[src/rtl/fir_mac_seq_pkg.sv]
// Shared DSP definitions for the sequenced FIR stage and its neighbouring filter stages.
//   acc_width() : accumulator width for an 11-bit sample times a CW-bit coefficient,
//                 with 6 guard bits so that 64 taps can never overflow.
//   round_sat() : round-half-up arithmetic right shift, then saturate to a signed width.
//   IDLE/RUN/DRAIN : sequencer state encoding.
package fir_mac_seq_pkg;

    localparam logic [1:0] IDLE  = 2'd0;
    localparam logic [1:0] RUN   = 2'd1;
    localparam logic [1:0] DRAIN = 2'd2;

    function automatic int unsigned acc_width(input int unsigned cw);
        return 11 + cw + 6;
    endfunction

    // Operates on a 64-bit sign-extended accumulator; the caller truncates to its width.
    function automatic logic signed [63:0] round_sat(input logic signed [63:0] acc,
                                                     input int unsigned      shift,
                                                     input int unsigned      ow);
        logic signed [63:0] r;
        logic signed [63:0] hi;
        logic signed [63:0] lo;
        r = acc;
        if (shift > 0) begin
            r = r + (64'sd1 <<< (shift - 1));
        end
        r  = r >>> shift;
        hi = (64'sd1 <<< (ow - 1)) - 64'sd1;
        lo = -(64'sd1 <<< (ow - 1));
        if (r > hi) begin
            r = hi;
        end else if (r < lo) begin
            r = lo;
        end
        return r;
    endfunction

endpackage

[src/rtl/srl64x11e.sv]
// 64-deep, 11-bit wide shift register with clock enable and random-access read.
//   clk_i : clock
//   ce_i  : shift enable; d_i enters at address 0, older entries move up by one
//   d_i   : sample to shift in
//   a_i   : read address (0 = newest)
//   y_o   : combinational read data at a_i
// Contents are intentionally not reset.
module srl64x11e (
    input  logic        clk_i,
    input  logic        ce_i,
    input  logic [10:0] d_i,
    input  logic [5:0]  a_i,
    output logic [10:0] y_o
);

    logic [10:0] mem_q [64];

    always_ff @(posedge clk_i) begin
        if (ce_i) begin
            mem_q[0] <= d_i;
            for (int i = 1; i < 64; i++) begin
                mem_q[i] <= mem_q[i-1];
            end
        end
    end

    assign y_o = mem_q[a_i];

endmodule

[src/rtl/fir_mac_seq.sv]
// Sequenced single-multiplier FIR filter. Each accepted sample is shifted into a 64x11
// delay line, then one tap per clock is multiply-accumulated against an external
// registered coefficient ROM. One rounded, saturated result is produced per sample.
//   clk, rst   : clock, asynchronous active-high reset
//   di_i/di_v_i: signed input sample and its strobe
//   di_rdy_o   : an input will be accepted this cycle
//   ca_o       : coefficient ROM address (coef_i valid the following cycle)
//   coef_i     : signed coefficient
//   do_o/do_v_o: signed result (held) and its one-cycle strobe
//   busy_o     : sequencer not idle
//   lost_o     : sticky, a sample arrived while not ready
module fir_mac_seq
    import fir_mac_seq_pkg::*;
#(
    parameter int unsigned NTAPS  = 64,
    parameter int unsigned CW     = 18,
    parameter int unsigned OW     = 16,
    parameter int unsigned OSHIFT = 17
) (
    input  logic          clk,
    input  logic          rst,
    input  logic [10:0]   di_i,
    input  logic          di_v_i,
    output logic          di_rdy_o,
    output logic [5:0]    ca_o,
    input  logic [CW-1:0] coef_i,
    output logic [OW-1:0] do_o,
    output logic          do_v_o,
    output logic          busy_o,
    output logic          lost_o
);

    localparam int unsigned AW    = acc_width(CW);
    localparam int unsigned PW    = 11 + CW;
    localparam logic [5:0]  KLAST = 6'(NTAPS - 1);

    logic [1:0]           state_q, state_d;
    logic [5:0]           k_q, k_d;
    logic                 ce;
    logic [10:0]          tap_y;

    logic signed [10:0]   s_q;
    logic                 s_v_q, s_first_q, s_last_q;
    logic signed [PW-1:0] p_q, p_d;
    logic                 p_v_q, p_first_q, p_last_q;
    logic signed [AW-1:0] acc_q, acc_d, p_ext;
    logic                 acc_last_q;
    logic [OW-1:0]        do_q, do_d;
    logic                 do_v_q;
    logic                 lost_q;

    assign ce = (state_q == IDLE) && di_v_i;

    srl64x11e u_dly (
        .clk_i (clk),
        .ce_i  (ce),
        .d_i   (di_i),
        .a_i   (k_q),
        .y_o   (tap_y)
    );

    always_comb begin
        state_d = state_q;
        k_d     = k_q;
        case (state_q)
            IDLE: begin
                k_d = 6'd0;
                if (di_v_i) begin
                    state_d = RUN;
                end
            end
            RUN: begin
                if (k_q == KLAST) begin
                    state_d = DRAIN;
                end else begin
                    k_d = k_q + 6'd1;
                end
            end
            DRAIN: begin
                // Leave as the last product lands, so IDLE coincides with do_v.
                if (acc_last_q) begin
                    state_d = IDLE;
                end
            end
            default: state_d = IDLE;
        endcase
    end

    always_comb begin
        p_d   = PW'(s_q) * PW'($signed(coef_i));
        p_ext = {{(AW - PW){p_q[PW-1]}}, p_q};
        acc_d = acc_q;
        if (p_v_q) begin
            acc_d = p_first_q ? p_ext : acc_q + p_ext;
        end
        do_d = do_q;
        if (acc_last_q) begin
            do_d = OW'(round_sat({{(64 - AW){acc_q[AW-1]}}, acc_q}, OSHIFT, OW));
        end
    end

    always_ff @(posedge clk or posedge rst) begin
        if (rst) begin
            state_q    <= IDLE;
            k_q        <= 6'd0;
            s_q        <= '0;
            s_v_q      <= 1'b0;
            s_first_q  <= 1'b0;
            s_last_q   <= 1'b0;
            p_q        <= '0;
            p_v_q      <= 1'b0;
            p_first_q  <= 1'b0;
            p_last_q   <= 1'b0;
            acc_q      <= '0;
            acc_last_q <= 1'b0;
            do_q       <= '0;
            do_v_q     <= 1'b0;
            lost_q     <= 1'b0;
        end else begin
            state_q    <= state_d;
            k_q        <= k_d;
            // Tap valid/first/last flags travel alongside the data through the pipe.
            s_q        <= tap_y;
            s_v_q      <= (state_q == RUN);
            s_first_q  <= (k_q == 6'd0);
            s_last_q   <= (k_q == KLAST);
            p_q        <= p_d;
            p_v_q      <= s_v_q;
            p_first_q  <= s_first_q;
            p_last_q   <= s_last_q;
            acc_q      <= acc_d;
            acc_last_q <= p_v_q && p_last_q;
            do_q       <= do_d;
            do_v_q     <= acc_last_q;
            if (di_v_i && (state_q != IDLE)) begin
                lost_q <= 1'b1;
            end
        end
    end

    assign di_rdy_o = (state_q == IDLE);
    assign busy_o   = (state_q != IDLE);
    assign ca_o     = k_q;
    assign do_o     = do_q;
    assign do_v_o   = do_v_q;
    assign lost_o   = lost_q;

endmodule

[config.mk]
export PLATFORM = sky130hd
export DESIGN_NAME = fir_mac_seq
export DESIGN_NICKNAME = d
export VERILOG_FILES = /design/src/rtl/fir_mac_seq_pkg.sv /design/src/rtl/srl64x11e.sv /design/src/rtl/fir_mac_seq.sv
export SDC_FILE = /design/constraint.sdc
export NUM_CORES = 1
export LEC_CHECK = 0
export CAP_MARGIN = 20
export CELL_PAD_IN_SITES_DETAIL_PLACEMENT = 1
export CELL_PAD_IN_SITES_GLOBAL_PLACEMENT = 1
export CORE_MARGIN = 1
export CORE_UTILIZATION = 55
export DETAILED_ROUTE_END_ITERATION = 7
export GPL_ROUTABILITY_DRIVEN = 0
export PLACE_DENSITY_LB_ADDON = 0.08
export SLEW_MARGIN = 5
export SYNTH_ARGS = -nofsm -noshare
export SYNTH_HDL_FRONTEND = slang
export SYNTH_SLANG_ARGS = --single-unit
[constraint.sdc]
create_clock -name clk -period 23.9 [get_ports clk]
set_input_delay 4.78 -clock clk [delete_from_list [all_inputs] [get_ports clk]]
set_output_delay 4.78 -clock clk [all_outputs]
set_load 0.05 [all_outputs]
==> impl_metrics.json, run 1 <==
{
  "layout_common_cells": "edfxtp_1, inv_1, mux4_2, fa_1, nand2_1",
  "clockBufferDepth": 3,
  "cts_tree": "yes",
  "track_usage": 0.238,
  "clock_latency_ns": 0.65,
  "cts_resized": 0,
  "layout_commonest_cell": "edfxtp_1",
  "syn_area_um2": 39700,
  "via_count": 20900,
  "dr.pass1.iters": 5,
  "hpwlAfterDp_mm": 53.3,
  "ys_seq_elements": 812,
  "rows": 98,
  "ctsHtreeMaxLevel": 3,
  "cp.arrival_ns": 10.79,
  "routed_wl_mm": 83.3,
  "ys_warn_count": 0,
  "grt_max_degree": 117,
  "regToRegStartpoint": "s_q[10]",
  "chipWidth_um": 271,
  "fin_cells": 3496,
  "postSynthAreaPerCell_um2": 16.4,
  "clk_pin_slew_worst_paths_ns": 0.06,
  "reg2reg_to": "p_q[27]",
  "area_growth_pct": 11.0,
  "dieArea_um2": 73200,
  "drc": 0,
  "top_level_ports": 58,
  "synthFlopType": "edfxtp_1",
  "period_needed_ns": 10.27,
  "post-route-period-util": 0.430,
  "synth.distinct_cells": 58,
  "n_antenna_cell": 0,
  "hp-start": "s_first_q",
  "status": "complete, no violations",
  "numClockSinks": 812,
  "setup_tns_ns": 0,
  "hold_buffers": 0,
  "fin_area_um2": 44000,
  "hold_path_depth": 0,
  "drive_above_1_share": 0.156,
  "final-max-slew-violation-count": 0,
  "vias_per_cell": 5.97,
  "initial_utilization": 0.556,
  "endpoint_kind": "flop",
  "hp-class": "reg2reg",
  "grt_pass1_wl_mm": 134,
  "nNetsFinal": 2786,
  "wl_per_cell_um": 23.8,
  "max-cap-violations": 0,
  "cp_max_fo": 11,
  "synth_enable_flop_cells": 704,
  "hold_path_end": "p_first_q",
  "ant_nets": 0,
  "port_buffers": 57,
  "core_area_um2": 71400,
  "rsz0062_at_grt": "no",
  "syn_nets": 2732,
  "antenna_found_initial": 0,
  "finalSetupViolations": 0,
  "synthCells": 2421,
  "crit_type": "in2reg",
  "seq_area_frac_synth": 0.601,
  "grt_pass1_vias": 23100,
  "hold_violations": 0,
  "relSlewSlack": 0.272,
  "regToRegSetupSlack_ns": 17.34,
  "post-place-cells": 3335,
  "async_flop_share": 0.133,
  "ff2ff_path_depth": 19,
  "root_buffer": "clkbuf_16",
  "crit_required_ns": 24.42,
  "worst_pin_slew_ns": 1.09,
  "postCtsSetupRepairBufs": 0,
  "dpl-instance-area_um2": 41100,
  "overflow": 0,
  "drt-initial-drc-count": 1498,
  "timing.fmax_mhz": 97.3,
  "cp-start-kind": "primary input",
  "skew_ns": 0.0578,
  "cts_buffers": 85,
  "die_h_um": 271
}
kinds of logic (layout without fill, tap and decap cells):
logic type      after synthesis  after routing  share of synthesized area
flops                       812            812                      0.601
mux                         245            245                      0.135
buf+inv                     356            481                     0.0361
fa+ha+maj                   279            279                      0.122
compound gates              240            240                     0.0384
simple gates                417            417                     0.0513
xor+xnor                     72             72                     0.0159
critical path: stages:
cell	delay [ns]
clkdlybuf4s50_1	0.79
nand2_1	0.15
fa_1	0.52
fa_1	0.55
inv_1	0.06
fa_1	0.51
fa_1	0.55
inv_1	0.06
fa_1	0.53
inv_1	0.05
ha_1	0.35
a21o_1	0.19
a21o_1	0.17
a21o_1	0.20
nor3_2	0.20
o31ai_1	0.15
a2111oi_1	0.46
o31ai_1	0.16
a21oi_1	0.20
xnor2_1	0.14
per-stage QoR:
step            util  worst slack, ns  hold WS [ns]
6_report       0.617            13.63         0.325
3_5_place_dp   0.576            13.01         0.337
3_3_place_gp   0.576            13.20         0.334
5_1_grt        0.617            13.27         0.329
2_1_floorplan      -             1.74         0.331
4_1_cts        0.616            13.62         0.332
layout make-up:
class | instances | area (µm²)
multi-input combinational | 1253 | 14400
fill | 6350 | 27300
inverter | 245 | 922
timing repair buffer | 78 | 773
tap | 950 | 1190
clock buffer | 111 | 2330
clock inverter | 47 | 564
sequential | 812 | 23900
worst max-delay path by stage:
stage	start	endpoint	slack, ns	cells past startpoint
2_1_floorplan	di_v_i	state_q[0]	1.74	2
3_3_place_gp	coef_i[1]	p_q[27]	13.20	20
3_5_place_dp	coef_i[1]	p_q[27]	13.01	20
4_1_cts	coef_i[1]	p_q[27]	13.62	20
5_1_grt	coef_i[1]	p_q[27]	13.27	20
6_report	coef_i[1]	p_q[27]	13.63	20
state kept, by name (all words and copies together) (netlist names), 2 cells and up:
signal       flops
u_dly.mem_q    704
acc_q           35
p_q             29
do_o            16
s_q             11
ca_o             6
state_q          2
layer usage:
metal / share of wire / vias up / GRT usage
met5: 0 / - / 0
met3: 0.039 / 148 / 0.0341
li1: - / 9049 / -
met2: 0.51 / 461 / 0.396
met4: 0.026 / 0 / 0.0688
met1: 0.42 / 11200 / 0.329
synthesized netlist by cell type, drive strengths merged (4+ instances only):
master  instances  area share
nand3          26      0.0033
a21oi          87       0.011
o21ai          35      0.0044
xnor2          46       0.010
o31ai           8      0.0015
mux4          231        0.13
o211ai         18      0.0034
nor2b          11      0.0017
and3            7      0.0011
clkbuf         82      0.0078
o21a           23      0.0044
nand2b         20      0.0032
or2             5     0.00079
a21o           26      0.0049
mux2i          11      0.0028
edfxtp        704        0.53
and2           84       0.013
o21bai          6      0.0011
buf            29      0.0052
dfrtp         108       0.068
a31oi          12      0.0019
fa            181       0.091
xor2           26      0.0057
nor3b           4     0.00076
nand2         146       0.014
ha             98       0.031
a211oi          6      0.0014
nand4           9      0.0014
nor4            6      0.0011
and4            5      0.0011
nor2           82      0.0078
nor3            6     0.00088
inv           245       0.023
Power of run 1 is not shown: default switching activity piles up to over one toggle a cycle in this logic, so the estimate is an artifact.
==> run 2: changes to the inputs <==
Settings changed: CORE_UTILIZATION 55 to 49.
Clock period 23.9 ns to 8.3 ns, I/O delays scaled along.
==> run 2 against run 1 <==
Against the previous run:
- clock skew is 0.0014 ns higher
- first-iteration DRC count is 4.7% lower
- final area is 0.35% lower
- via count is 2.2% lower
- critical path depth stayed put
- final cell count is 2.5% higher
- flip-flop and latch count stayed put
- worst hold slack better by 0.026 ns
- setup slack worse by 12 ns
- highest routed layer is now met5
==> impl_metrics.json, run 2 (same netlist as run 1, synthesis figures left out) <==
{
  "nNetsFinal": 2783,
  "hold_buffers": 0,
  "endpoint_kind": "flop",
  "layout_commonest_cell": "edfxtp_1",
  "setup_tns_ns": 0,
  "dieArea_um2": 82100,
  "initial_utilization": 0.499,
  "hold_violations": 0,
  "drive_above_1_share": 0.149,
  "grt_pass1_wl_mm": 131,
  "hp-class": "reg2reg",
  "n_antenna_cell": 0,
  "vias_per_cell": 5.69,
  "relSlewSlack": 0.237,
  "routed_wl_mm": 80.5,
  "clockBufferDepth": 3,
  "cts_tree": "yes",
  "clock_latency_ns": 0.65,
  "overflow": 0,
  "largest_reg_flops": 704,
  "cp.arrival_ns": 7.68,
  "worst_pin_slew_ns": 1.14,
  "status": "complete, no violations",
  "crit_type": "in2reg",
  "numClockSinks": 812,
  "period_needed_ns": 7.15,
  "track_usage": 0.206,
  "finalSetupViolations": 0,
  "cts_resized": 0,
  "cp-start-kind": "primary input",
  "postCtsSetupRepairBufs": 0,
  "timing.fmax_mhz": 140,
  "layout_common_cells": "edfxtp_1, inv_1, mux4_2, fa_1, nand2_1",
  "grt_pass1_vias": 22700,
  "wl_per_cell_um": 22.5,
  "core_area_um2": 79500,
  "dr.pass1.iters": 7,
  "max-cap-violations": 0,
  "crit_required_ns": 8.83,
  "fillCellCount": 7212,
  "antenna_found_initial": 2,
  "drt-initial-drc-count": 1428,
  "ctsHtreeMaxLevel": 3,
  "ant_nets": 0,
  "cp_max_fo": 11,
  "skew_ns": 0.0592,
  "final-max-slew-violation-count": 0,
  "top_level_ports": 58,
  "chipWidth_um": 286,
  "grt_max_degree": 220,
  "rows": 103,
  "cts_buffers": 82,
  "hpwlAfterDp_mm": 52.3,
  "reg_top3": "u_dly.mem_q (704), acc_q (35), p_q (29)",
  "port_buffers": 57,
  "root_buffer": "clkbuf_16",
  "clk_pin_slew_worst_paths_ns": 0.06,
  "regMostFlops": "u_dly.mem_q",
  "area_growth_pct": 10.6,
  "post-route-period-util": 0.861,
  "drc": 0,
  "rsz0062_at_grt": "no",
  "via_count": 20400,
  "die_h_um": 286
}
## run 2: changes by cell type in the layout (fill, tap and decap cells not counted), moves of 2 or more
| cell | change |
|---|---|
| inv_16 | +2 |
| buf_4 | -2 |
| bufinv_16 | -5 |
| buf_12 | +2 |
| clkinvlp_4 | +3 |
| clkbuf_8 | -6 |
| clkinv_2 | -9 |
| clkinv_1 | +4 |
| clkbuf_1 | +2 |
| clkbuf_16 | -4 |
## run 2: final timing paths
check / slack, ns / from / endpoint / depth (start not counted)
worst min-delay path: 0.35 / s_last_q / p_last_q / 0
worst min register to register: 0.35 / s_last_q / p_last_q / 0
worst max register to register: 1.83 / s_q[10] / p_q[27] / 19
max in group asynchronous: 5.43 / rst / ca_o[0] / 3
min in group asynchronous: 1.47 / rst / do_o[9] / 2
worst max-delay path: 1.15 / coef_i[10] / p_q[27] / 20
## run 2: final cells by class
| class | instances | area, µm² | share of cell area |
|---|---|---|---|
| clock buffers | 103 | 2150 | 0.0491 |
| clock inverters | 42 | 437 | 0.00995 |
| inverters | 245 | 922 | 0.0210 |
| multi-input cells | 1253 | 14400 | 0.328 |
| flip-flops and latches | 812 | 23900 | 0.544 |
| well taps | 1050 | 1310 | 0.0300 |
| repair buffers | 78 | 798 | 0.0182 |
## run 2: stage by stage
| step | instance area (µm²) | setup slack [ns] | util | cells | hold slack (ns) |
|---|---|---|---|---|---|
| 2_1_floorplan | 39700 | 1.30 | - | 2421 | 0.331 |
| 3_3_place_gp | 41200 | 0.711 | 0.519 | 3435 | 0.332 |
| 3_5_place_dp | 41200 | 0.555 | 0.519 | 3435 | 0.336 |
| 4_1_cts | 43800 | 1.16 | 0.551 | 3580 | 0.351 |
| 5_1_grt | 43900 | 0.771 | 0.552 | 3583 | 0.362 |
| 6_report | 43900 | 1.15 | 0.552 | 3583 | 0.350 |
## run 2: per-layer routing
metal  part of all wire  GRT usage  up-vias
met1               0.45      0.293    10900
met2               0.50      0.338      344
li1                   -          -     9051
met3              0.031     0.0258      102
met4              0.018     0.0512        2
met5            0.00011          0        -
## run 2: critical path, stage by stage
cell             delay, ns
clkdlybuf4s50_1       0.80
nand2_1               0.18
fa_1                  0.56
fa_1                  0.53
inv_1                 0.05
fa_1                  0.48
fa_1                  0.55
inv_1                 0.06
fa_1                  0.53
inv_1                 0.04
ha_1                  0.36
a21o_1                0.19
a21oi_1               0.14
o21bai_1              0.11
o21ai_0               0.30
o31ai_1               0.14
a2111oi_1             0.46
o31ai_1               0.15
a21oi_1               0.22
xnor2_1               0.16
Power of run 2 is left out for the same reason.
==> run 3: changes to the inputs <==
Settings changed: CELL_PAD_IN_SITES_DETAIL_PLACEMENT 1 to unset, CELL_PAD_IN_SITES_GLOBAL_PLACEMENT 1 to unset, CORE_UTILIZATION 49 to 65, SKIP_CTS_REPAIR_TIMING set to 1.
Clock period 8.3 ns to 8.9 ns, I/O delays scaled along.
==> run 3 against run 2 <==
Against the previous run:
- die area shrank 24%
- first-iteration DRC count rose by 38%
- via count increased by 2.5%
- non-clock buffer count shrank 5
- critical path depth is 1 higher
- final area decreased by 0.64%
- final cell count down 7.4%
- global-route usage rose by 5.3 points
- highest routed layer is now met4
==> impl_metrics.json, run 3 (same netlist as run 1, synthesis figures left out) <==
{
  "status": "complete, no violations",
  "regMostFlops": "u_dly.mem_q",
  "drc": 0,
  "grt_pass1_wl_mm": 124,
  "die_h_um": 249,
  "area_growth_pct": 9.90,
  "wl_per_cell_um": 23.2,
  "cp-start-kind": "primary input",
  "max-cap-violations": 0,
  "cp.arrival_ns": 7.70,
  "layout_common_cells": "edfxtp_1, inv_1, mux4_2, fa_1, nand2_1",
  "layout_commonest_cell": "edfxtp_1",
  "fillCellCount": 3689,
  "fin_util": 0.722,
  "cts_buffers": 82,
  "layout_setup_ws_ns": 1.75,
  "nNetsFinal": 2778,
  "ant_nets": 0,
  "relSlewSlack": 0.269,
  "crit_type": "in2reg",
  "finalSetupViolations": 0,
  "period_needed_ns": 7.15,
  "grt_pass1_vias": 21800,
  "dpl-instance-area_um2": 40900,
  "fin_area_um2": 43600,
  "drt-initial-drc-count": 1972,
  "port_buffers": 57,
  "ff2ff_path_depth": 19,
  "rsz0062_at_grt": "no",
  "cp_max_fo": 11,
  "hold_violations": 0,
  "n_antenna_cell": 0,
  "largest_reg_flops": 704,
  "initial_utilization": 0.657,
  "grtUsageMet3": 0.0321,
  "drive_above_1_share": 0.154,
  "worst_pin_slew_ns": 1.10,
  "preCtsSetupSlack_ns": 1.13,
  "clockBufferDepth": 3,
  "endpoint_kind": "flop",
  "core_area_um2": 60400,
  "hp-class": "reg2reg",
  "overflow": 0,
  "crit_required_ns": 9.45,
  "ctsHtreeMaxLevel": 3,
  "rows": 90,
  "hold_path_depth": 0,
  "chipWidth_um": 249,
  "grt_max_degree": 217,
  "dieArea_um2": 62000,
  "grt_use_met2": 0.419,
  "grt_busiest_layer": "met2",
  "reg_top3": "u_dly.mem_q (704), acc_q (35), p_q (29)",
  "root_buffer": "clkbuf_16",
  "skew_ns": 0.0269,
  "hpwlAfterDp_mm": 46.4,
  "regArea_um2": 23900,
  "post-route-period-util": 0.803,
  "multi_input_area_um2": 14400,
  "reg2reg_to": "p_q[27]",
  "clock_latency_ns": 0.64,
  "antenna_found_initial": 0,
  "routed_wl_mm": 76.9,
  "grtUsageMet1": 0.373,
  "regToRegStartpoint": "s_q[10]",
  "timing.fmax_mhz": 140,
  "regToRegSetupSlack_ns": 2.59,
  "numClockSinks": 812,
  "track_usage": 0.258,
  "cp-endpoint": "p_q[27]",
  "final-max-slew-violation-count": 0,
  "vias_per_cell": 6.31,
  "crit_path_start": "coef_i[5]",
  "via_count": 20900,
  "setup_tns_ns": 0,
  "clk_pin_slew_worst_paths_ns": 0.06,
  "dr.pass1.iters": 5,
  "cts_tree": "yes",
  "top_level_ports": 58
}
run 3: cell types whose count changed in the layout (fill, tap and decap cells not counted), sizes merged:
cell / delta
clkinv: +9
inv: +2
bufinv: +1
clkbuf: -5
buf: -5
run 3: how the worst min path moves through the flow:
stage / start / to / slack (ns)
finish: s_first_q / p_first_q / 0.35
global route: s_last_q / p_last_q / 0.35
CTS: s_first_q / p_first_q / 0.35
detailed placement: s_last_q / p_last_q / 0.33
global placement: s_v_q / p_v_q / 0.33
floorplan: s_first_q / p_first_q / 0.33
run 3: through the flow:
stage | std cells | hold slack (ns)
after global routing | 3317 | 0.354
after CTS | 3315 | 0.349
final | 3317 | 0.346
after global placement | 3163 | 0.331
after detailed placement | 3163 | 0.335
after floorplan | 2421 | 0.331
run 3: cell type report:
class / instances / share of cell area
sequential: 812 / 0.547
multi-input combinational: 1253 / 0.330
clock buffer: 98 / 0.0504
tap: 782 / 0.0224
inverter: 245 / 0.0212
timing repair buffer: 73 / 0.0173
clock inverter: 54 / 0.0113
run 3: routing by layer:
| metal | share of wire | routed length [µm] |
|---|---|---|
| met1 | 0.42 | 32100 |
| met4 | 0.023 | 1740 |
| met3 | 0.052 | 4020 |
| met5 | 0 | 0 |
| met2 | 0.51 | 39100 |
run 3: critical path, cell delays in order:
cell and delay, ns:
clkdlybuf4s50_1 0.68, and2_1 0.29, fa_1 0.49, inv_1 0.05
fa_1 0.47, inv_1 0.06, fa_1 0.50, fa_1 0.54
inv_1 0.05, fa_1 0.53, inv_1 0.04, ha_1 0.35
a21o_1 0.20, a21o_1 0.17, a21o_1 0.20, nor3_2 0.18
o31ai_1 0.13, a2111oi_1 0.51, o31ai_1 0.14, a21oi_1 0.19
xnor2_1 0.13
Power of run 3 is left out for the same reason.
